===== config.mk =====
export PLATFORM = sky130hd
export DESIGN_NAME = display_frame_buffer
export DESIGN_NICKNAME = d
export VERILOG_FILES = /design/src/rtl/display_frame_buffer_pkg.sv /design/src/rtl/display_frame_buffer_lz_blanker.sv /design/src/rtl/display_frame_buffer.sv
export SDC_FILE = /design/constraint.sdc
export NUM_CORES = 1
export LEC_CHECK = 0
export ABC_AREA = 1
export BUFFER_PORTS_ARGS = -buffer_cell sky130_fd_sc_hd__buf_2
export CAP_MARGIN = 0
export CORE_MARGIN = 2
export CORE_UTILIZATION = 50
export CTS_BUF_LIST = sky130_fd_sc_hd__clkbuf_4
export DETAILED_ROUTE_END_ITERATION = 12
export HOLD_SLACK_MARGIN = 0.06
export PLACE_DENSITY = 0.68
export SYNTH_ARGS = -nofsm -noshare
export SYNTH_HDL_FRONTEND = slang
export SYNTH_SLANG_ARGS = --single-unit

===== constraint.sdc =====
create_clock -name clk -period 1.31 [get_ports clk]
set_input_delay 0.262 -clock clk [delete_from_list [all_inputs] [get_ports clk]]
set_output_delay 0.262 -clock clk [all_outputs]
set_load 0.01 [all_outputs]

===== src/rtl/display_frame_buffer_pkg.sv =====
// Shared types and constants for the double-buffered digit display store.
// Contents:
//   NDIG, DIGW      - digit count and nibble width
//   commit_state_t  - commit handshake state (IDLE / ARMED)
//   digit_t         - one stored digit {dp, nibble}
package display_frame_buffer_pkg;

    localparam int NDIG = 8;
    localparam int DIGW = 4;

    typedef enum logic {
        IDLE  = 1'b0,
        ARMED = 1'b1
    } commit_state_t;

    typedef struct packed {
        logic            dp;
        logic [DIGW-1:0] nibble;
    } digit_t;

endpackage


===== src/rtl/display_frame_buffer_lz_blanker.sv =====
// Leading-zero blanker: combinational mask of digits that must stay dark.
// Ports:
//   digits - display bank, digit 0 is rightmost
//   mask   - 1 = digit is a leading zero (never set for digit 0)
// A digit counts as "zero" only if both its nibble and dp are clear, so a
// lit decimal point stops blanking at that digit and everything to its right.
module lz_blanker
    import display_frame_buffer_pkg::*;
#(
    parameter int LZB = 1
) (
    input  digit_t [NDIG-1:0] digits,
    output logic   [NDIG-1:0] mask
);

    logic zero_above;

    always_comb begin
        mask       = '0;
        zero_above = 1'b1;
        if (LZB != 0) begin
            // Walk from the leftmost digit down; the run of zeros ends at
            // the first non-empty digit.
            for (int unsigned k = 0; k < NDIG; k++) begin
                zero_above           = zero_above & (digits[NDIG-1-k] == '0);
                mask[NDIG-1-k]       = zero_above;
            end
            mask[0] = 1'b0;
        end
    end

endmodule


===== src/rtl/display_frame_buffer.sv =====
// Double-buffered 8-digit display store feeding the seven-segment path.
// Host writes go to a shadow bank; a commit publishes the shadow bank into
// the display bank only on a frame boundary (edge with S == 7), so the
// scanned display never shows a half-updated frame.
// Ports:
//   clk, reset          - system clock, synchronous active-high reset
//   wr_en/wr_addr/      - shadow-bank write of {wr_dp, wr_data} at wr_addr
//   wr_data/wr_dp
//   commit              - one-cycle publish request
//   S                   - digit select from the pixel controller
//   nibble, dp, blank   - display-bank view of digit S (combinational)
//   pending             - commit requested, swap not yet done
//   frame_start         - one-cycle pulse after a swap edge
module display_frame_buffer
    import display_frame_buffer_pkg::*;
#(
    parameter int LZB = 1
) (
    input  logic            clk,
    input  logic            reset,
    input  logic            wr_en,
    input  logic [2:0]      wr_addr,
    input  logic [DIGW-1:0] wr_data,
    input  logic            wr_dp,
    input  logic            commit,
    input  logic [2:0]      S,
    output logic [DIGW-1:0] nibble,
    output logic            dp,
    output logic            blank,
    output logic            pending,
    output logic            frame_start
);

    commit_state_t          state_q, state_d;
    digit_t [NDIG-1:0]      shadow_q;
    digit_t [NDIG-1:0]      display_q;
    logic                   frame_start_q;
    logic                   boundary;
    logic                   swap;
    logic   [NDIG-1:0]      blank_mask;
    digit_t                 cur;

    assign boundary = (S == 3'b111);

    // Commit FSM: state register
    always_ff @(posedge clk) begin
        if (reset) state_q <= IDLE;
        else       state_q <= state_d;
    end

    // Commit FSM: next state. A commit landing on a boundary swaps at once,
    // so the FSM never visits ARMED in that case.
    always_comb begin
        state_d = state_q;
        unique case (state_q)
            IDLE:  if (commit && !boundary) state_d = ARMED;
            ARMED: if (boundary)            state_d = IDLE;
            default:                        state_d = IDLE;
        endcase
    end

    // Commit FSM: outputs
    always_comb begin
        pending = (state_q == ARMED);
        swap    = boundary && ((state_q == ARMED) || commit);
    end

    // Banks. The swap copies the pre-edge shadow, so a write on the swap
    // edge lands in shadow only and waits for the next commit.
    always_ff @(posedge clk) begin
        if (reset) begin
            shadow_q      <= '0;
            display_q     <= '0;
            frame_start_q <= 1'b0;
        end else begin
            if (wr_en) shadow_q[wr_addr] <= '{dp: wr_dp, nibble: wr_data};
            if (swap)  display_q         <= shadow_q;
            frame_start_q <= swap;
        end
    end

    lz_blanker #(.LZB(LZB)) u_blank (
        .digits (display_q),
        .mask   (blank_mask)
    );

    // Zero-latency read path keeps data aligned with the anode for S.
    always_comb begin
        cur    = display_q[S];
        nibble = cur.nibble;
        dp     = cur.dp;
        blank  = blank_mask[S];
    end

    assign frame_start = frame_start_q;

endmodule


==> reports/results.ini, run 1 <==
[outcome]
status=complete, but fails checks
violations=setup timing

[setup_path]
critical_path_required_ps=1050
worstSetupStartpointType=flop
worstPathArrival_ps=1440
cp.depth=6
cp_cell_sequence=nor3_2, nand2_1, a21oi_1, nand2_1, nor2_1, buf_2
crit_path_frequent_cell=nand2_1
reg2reg_depth=6
critPathKind=flop to output port
cp_top_family=simple AND/OR/NAND/NOR gates
end_kind=output port
slowest_delay_ps=340
critPathMaxFanout=2
crit_buf_inv=1
crit_path_top_delay_cell=dfxtp_1

[detailed_routing]
routedWlPerCell_um=13.7
dr.pass1.iters=5
ant_nets=0
drc=0
viasPerCell=5.26
drt-total-wl_mm=8.20
drtIter0Drc=317
vias=3141

[synthesis]
synth_cell_types=18
synth_top_area_cell=dfxtp_1
yosysWarnings=0
synthFlopType=dfxtp_1
async_flop_share_pct=0
synth_most_common_cell=nor2_1
syn-num-nets=499
syn_inst=484
synth-seq-area-share_pct=48.5
yosysTopAreaCellShare_pct=48.5
syn_area_um2=3380
synth_area_leaders=dfxtp_1 49%, nor2_1 19%, o21ai_0 13%, nand2_1 4.7%, a21oi_1 3.1%
netlist_top_cells_count=171 x nor2_1, 91 x o21ai_0, 82 x dfxtp_1
avgSynthCellArea_um2=6.99
synth_edf_count=0
ys_ff_latch=82

[layout]
final_layout_size_suffix_gt1_share_pct=17.5
final_util_pct=60.4
area_delta_synth_final_pct=15.4
fillCellCount=642
fin_nets=530
n_antenna_cell=0

[pwr]
powerDensity_nw_per_um2=1260
max-vdd-ir-drop_mv=0.784
finalPower_w=0.00492
leakage_nw=1.80

[place]
dpl.hpwl_mm=5.57
place.gp.congestion=0.852
io_buffers=22

[cts]
clk_pin_slew_worst_paths_ps=130
clock_latency_ps=430
cts_sinks=82
clk_path_buf_depth=2
cts-root-buf=clkbuf_4
numCtsBuffers=9
cts_tree=done
htree_levels=3

[global_routing]
antenna_found_initial=0
gr-total-overflow=0
grt_first_pass_wirelength_mm=13.6
grt_pass1_vias=2725
grt_usage_pct=23.5
grt_max_degree=82

[sta]
drv_slew=0
setup_viol=6
grt_setup_unrepaired=yes
fmax_ghz=0.586
final_hold_viol_count=0
min_period_ps=1710
relSlewSlack_pct=78.4
final.setup.worst_slack_ps=-397
clock_skew_ps=15.1
worstMarginPinSlew_ps=323
final.period_utilization_pct=130

[floorplanning]
coreArea_um2=6460
initial_core_util_pct=52.4
die_h_um=86.3
fp.dieW_um=86.3
pin_count=23
dieArea_um2=7440
rows=29

[hold_path]
holdCritPathClass=primary input to flop
holdPathStages=3

[run]
cap_viol_max_count=0

## layout by cell type, fill, tap and decap left out, drive strengths merged
master,Yosys,final
o21ai,103,103
a21oi,21,21
clkbuf,7,10
dfxtp,82,82
bufinv,0,2
nand2,42,42
o22ai,4,4
nand3,7,7
dlygate4sd3,0,1
clkinvlp,0,1
nor3,1,1
clkinv,0,1
inv,29,31
nor2,172,172
buf,16,42
## metrics by stage
step | setup WS [ps] | hold slack, ps | setup TNS (ps) | cells | area [µm²]
detailed placement | -136 | 449 | -675 | 576 | 3640
CTS | -410 | 74.2 | -1930 | 596 | 3880
finish | -397 | 83.2 | -1880 | 597 | 3900
global route | -535 | 89.0 | -2580 | 597 | 3900
global placement | -95.5 | 432 | -637 | 576 | 3640
floorplan | 44.7 | 334 | 0 | 484 | 3380
## cell type report
| cell class | count | area [µm²] | share of cell area [%] |
|---|---|---|---|
| Timing Repair Buffer | 43 | 337 | 8.62 |
| Sequential cell | 82 | 1660 | 42.6 |
| Tap cell | 77 | 96.3 | 2.47 |
| Multi-Input combinational cell | 350 | 1540 | 39.4 |
| Clock buffer | 10 | 75.1 | 1.92 |
| Inverter | 29 | 109 | 2.79 |
| Clock inverter | 6 | 88.8 | 2.28 |
## layer usage
metal  share of wire (%)  routed length [µm]  up-vias  track usage [%]
li1                    -                   -     1621                -
met1                  52                4270     1419             36.0
met2                  42                3430       95             33.6
met3                 5.4                 441        6             4.19
met4                0.76                  62        0             6.96
met5                   0                   0        -                0
## worst paths after layout
| check | from | to | slack (ps) |
|---|---|---|---|
| worst max-delay path | display_q[35] | blank | -400 |
| worst max register to register | pending | display_q[5] | 120 |
| worst min register to register | display_q[34] | display_q[34] | 490 |
| worst min-delay path | commit | pending | 80 |
## worst reg2reg max path, delay by kind of cell, from the launching register on
kind          cells  cell delay (ps)
buf+inv           2              320
simple gates      4              470
flops             1              330
## cell families (layout without fill, tap and decap cells)
logic type      Yosys count  after routing  synth area share [%]
compound gates          128            128                  19.1
flops                    82             82                  48.5
buf+inv                  52             88                  7.10
simple gates            222            222                  25.3
## report_power, final
group	internal, W	switching (W)	total [W]
Clock	0.000803	0.000878	0.00168
Combinational	0.000229	0.000353	0.000582
Sequential	0.00260	0.0000633	0.00266
## registers in the layout, indices dropped and copies added (netlist names)
register	cells
pending	1
shadow_q	40
display_q	40
frame_start	1
## repair_timing
action,in CTS,in global routing
buffers inserted,3,1
gates resized for setup,36,6
setup endpoints to repair,6,6
pin swaps,19,8
endpoints found under the hold margin,1,0
cloned,0,0
hold buffers,1,0
(Power assumes the default switching activity.)
==> inputs of run 2 (changes only) <==
--- a/config.mk
+++ b/config.mk
@@ -12,8 +12,9 @@
 export CORE_UTILIZATION = 50
 export CTS_BUF_LIST = sky130_fd_sc_hd__clkbuf_4
 export DETAILED_ROUTE_END_ITERATION = 12
+export GPL_ROUTABILITY_DRIVEN = 0
 export HOLD_SLACK_MARGIN = 0.06
-export PLACE_DENSITY = 0.68
+export PLACE_DENSITY = 0.71
 export SYNTH_ARGS = -nofsm -noshare
 export SYNTH_HDL_FRONTEND = slang
 export SYNTH_SLANG_ARGS = --single-unit
==> constraint.sdc (replaced) <==
create_clock -name clk -period 1.56 [get_ports clk]
set_input_delay 0.312 -clock clk [delete_from_list [all_inputs] [get_ports clk]]
set_output_delay 0.312 -clock clk [all_outputs]
set_load 0.01 [all_outputs]
==> reports/results.ini, run 2 (synthesis results as in run 1) <==
[place]
dp_cells=565
dpl.hpwl_mm=5.42
io_buffers=22

[sta]
worstMarginPinSlew_ps=369
final.setup.worst_slack_ps=-158
whs_ps=188
final_hold_viol_count=0
clock_skew_ps=13.9
fmax_ghz=0.582
drv_slew=0
final.period_utilization_pct=110
min_period_ps=1720
grt_setup_unrepaired=yes
relSlewSlack_pct=75.4
setup_viol=6

[setup_path]
end_kind=output port
crit_path_top_delay_cell=dfxtp_2
crit_path_frequent_cell=nand2_1
slowest_delay_ps=360
critPathKind=flop to output port
cp_top_family=flip-flops
crit_buf_inv=2
worstSetupStartpointType=flop
critical_path_required_ps=1250
worstPathArrival_ps=1410
critPathMaxFanout=3
cp_cell_sequence=inv_4, a21oi_1, o21ai_1, nand2_1, nand2_1, nand2_1, buf_2

[detailed_routing]
wl_met3_um=528
drt-total-wl_mm=8.04
viasPerCell=5.27
dr.pass1.iters=5
drt-met1-wl_mm=3.96
drtIter0Drc=268
drc=0
wl_met2_mm=3.48
routedWlPerCell_um=13.7
ant_nets=0
vias=3089
top_layer_used=met4

[layout]
area_delta_synth_final_pct=12.4
n_antenna_cell=0
fillCellCount=611
layout_common_cells=165 x nor2_1, 80 x o21ai_0, 62 x dfxtp_1
final_layout_size_suffix_gt1_share_pct=18.5
fin_nets=519
final_common_cell=nor2_1
final_cells=586
largest_registers=display_q (40), shadow_q (40)

[floorplanning]
fp.dieW_um=86.3
coreArea_um2=6460
pin_count=23
initial_core_util_pct=52.4
rows=29
die_h_um=86.3
dieArea_um2=7440

[cts]
clock_latency_ps=410
htree_levels=3
clk_pin_slew_worst_paths_ps=130
cts_sinks=82
cts-root-buf=clkbuf_4
cts_tree=done
clk_path_buf_depth=2
numCtsBuffers=9

[pwr]
leakage_nw=1.74
powerDensity_nw_per_um2=997
finalPower_w=0.00379
max-vdd-ir-drop_mv=0.819

[global_routing]
antenna_found_initial=0
grt_max_degree=82
grt_first_pass_wirelength_mm=13.3
gr-total-overflow=0
grt_usage_pct=22.6
grt_pass1_vias=2777

[hold_path]
holdCritPathClass=primary input to flop

[outcome]
violations=setup timing
status=complete, but fails checks

[run]
cap_viol_max_count=0

-- run 2: path summary, 6_finish.rpt --
path                 startpoint            end  slack, ps  cells past startpoint
setup / recovery  display_q[31]      nibble[1]       -160                      7
hold / removal           commit        pending        190                      3
hold reg to reg   display_q[33]  display_q[33]        490                      2
setup reg to reg        pending  display_q[34]        340                      6
-- run 2: final cells by class --
class,count,area [µm²],share of cell area [%]
timing repair buffer,32,220,5.79
multi-input combinational,350,1580,41.4
sequential,82,1680,44.1
inverter,29,114,2.99
tap,77,96.3,2.53
clock inverter,7,52.6,1.38
clock buffer,9,67.6,1.78
-- run 2: worst min-delay path: cells and delay by family --
kind                   cells  cell delay [ps]
and+or+nand+nor            2              170
buffers and inverters      1               80
-- run 2: timing repair --
| item | 4_1_cts | 5_1_grt |
|---|---|---|
| pin swaps | 12 | 10 |
| buffers inserted | 1 | 3 |
| hold buffers | 1 | 0 |
| endpoints found under the setup margin | 6 | 6 |
| hold endpoints to repair | 1 | 0 |
| resized for setup | 37 | 29 |
-- run 2: per-layer routing --
metal | vias up | GRT usage, %
li1 | 1601 | -
met1 | 1377 | 33.8
met2 | 104 | 33.8
met3 | 7 | 4.10
met4 | 0 | 5.68
met5 | - | 0
-- run 2: power breakdown --
group          internal, W  switching, W  total [W]  leakage [nW]
Clock             0.000339      0.000747    0.00109        0.0619
Combinational     0.000177      0.000294   0.000471          1.01
Sequential         0.00218     0.0000589    0.00224         0.677
Total              0.00269       0.00110    0.00379          1.74
-- run 2: through the flow --
step	setup WS (ps)	TNS, ps	utilization [%]	cell area (µm²)
after floorplan	195	0	-	3380
after global placement	18.4	0	54.5	3520
after detailed placement	-16.0	-25.9	54.5	3520
after CTS	-161	-602	57.3	3700
after global routing	-291	-1290	58.9	3800
final	-158	-717	58.9	3800
==> inputs of run 3 (changes only) <==
--- a/config.mk
+++ b/config.mk
@@ -8,6 +8,7 @@
 export ABC_AREA = 1
 export BUFFER_PORTS_ARGS = -buffer_cell sky130_fd_sc_hd__buf_2
 export CAP_MARGIN = 0
+export CORE_ASPECT_RATIO = 1.25
 export CORE_MARGIN = 2
 export CORE_UTILIZATION = 50
 export CTS_BUF_LIST = sky130_fd_sc_hd__clkbuf_4
==> reports/results.ini, run 3 (synthesis results as in run 1) <==
[outcome]
status=complete, but fails checks
violations=setup timing

[floorplanning]
fp.dieW_um=77.6
pin_count=23
dieArea_um2=7440
coreArea_um2=6570
rows=33
die_h_um=96.0
initial_core_util_pct=51.5

[setup_path]
cp_top_family=simple AND/OR/NAND/NOR gates
critical_path_required_ps=1250
worstSetupStartpointType=flop
end_kind=output port
reg2reg_depth=5
critPathKind=flop to output port
crit_buf_inv=1
crit_path_top_delay_cell=dfxtp_2
critPathMaxFanout=2
cp.depth=6
r2r_setup_slack_ps=360
slowest_delay_ps=340
cp_cell_sequence=nor3_2, nand2_1, a21oi_2, nand2_2, nor2_2, buf_2
worstPathArrival_ps=1390

[sta]
final_hold_viol_count=0
final.period_utilization_pct=109
grt_setup_unrepaired=yes
relSlewSlack_pct=76.0
setup_viol=6
min_period_ps=1700
drv_slew=0
worstMarginPinSlew_ps=359
final.setup.worst_slack_ps=-139
clock_skew_ps=18.6
setup_tns_ps=-548
fmax_ghz=0.588

[pwr]
powerDensity_nw_per_um2=1100
leakage_nw=1.77
max-vdd-ir-drop_mv=0.527

[detailed_routing]
drt-total-wl_mm=7.87
dr.pass1.iters=5
routedWlPerCell_um=13.1
wl_met2_mm=3.48
drc=0
ant_nets=0
drt-met1-wl_mm=3.90
top_layer_used=met4
drtIter0Drc=184
viasPerCell=5.15
wl_met3_um=379
vias=3083

[place]
dpl.hpwl_mm=5.43
io_buffers=22
dpl_cell_area_um2=3570
pre_cts_slack_ps=-31.0

[cts]
cts_sinks=82
cts_tree=done
cts-root-buf=clkbuf_4
htree_levels=3
numCtsBuffers=9
clk_path_buf_depth=2
clock_latency_ps=420
clk_pin_slew_worst_paths_ps=120

[hold_path]
holdCritPathClass=primary input to flop
holdPathStages=3

[global_routing]
grt_usage_pct=22.2
antenna_found_initial=0
gr-total-overflow=0
grt_pass1_vias=2726
grt_max_degree=82
grt_first_pass_wirelength_mm=13.0

[run]
cap_viol_max_count=0

[layout]
final_common_cell=nor2_1
final_area_um2=3850
area_delta_synth_final_pct=13.7
fin_nets=522
largest_registers=display_q (40), shadow_q (40)
n_antenna_cell=0
final_layout_size_suffix_gt1_share_pct=16.4
layout_common_cells=168 x nor2_1, 82 x o21ai_0, 65 x dfxtp_1

-- run 3: changes by cell type in the layout (fill, tap and decap cells not counted), sizes merged --
cell,delta
buf,+3
bufinv,+3
clkbuf,+2
clkinvlp,-2
inv,-2
clkinv,-1
-- run 3: what timing repair did --
item	CTS	global route
hold buffers	1	0
setup endpoints to repair	6	6
pin swaps	3	11
resized for setup	21	20
hold endpoints to repair	1	0
setup buffers	2	2
-- run 3: final timing paths --
check | to | startpoint
worst min register to register | display_q[27] | display_q[27]
worst max-delay path | blank | display_q[35]
worst min-delay path | pending | commit
worst max register to register | display_q[5] | pending
-- run 3: per-layer routing --
layer  vias up  track usage [%]
li1       1607                -
met1      1380             30.8
met2        85             34.6
met3        11             4.41
met4         0             8.18
met5         -                0
-- run 3: cell type report --
type	count	area, µm²
clock buffers	11	82.6
clock inverters	5	103
fillers	633	2720
inverters	29	109
multi-input cells	350	1530
flip-flops and latches	82	1660
well taps	87	109
repair buffers	35	251
-- run 3: worst reg2reg max path, delay by kind of cell (launching register included) --
family	cells	cell delay, ps
flip-flops	1	330
AO/OA/AOI/OAI	1	200
AND/OR/NAND/NOR	3	350
buffers and inverters	1	220
-- run 3: metrics by stage --
stage / utilization [%] / std cells / total power (W) / hold slack, ps
floorplan: - / 484 / 0.00257 / 384
global placement: 54.4 / 578 / 0.00270 / 465
detailed placement: 54.4 / 578 / 0.00271 / 475
CTS: 57.8 / 597 / 0.00423 / 152
global route: 58.6 / 599 / 0.00441 / 170
finish: 58.6 / 599 / 0.00424 / 164
-- run 3: power breakdown --
| part | switching [W] | internal [W] |
|---|---|---|
| sequential | 0.0000520 | 0.00218 |
| combinational | 0.000290 | 0.000178 |
| clock | 0.000691 | 0.000847 |
| total | 0.00103 | 0.00320 |
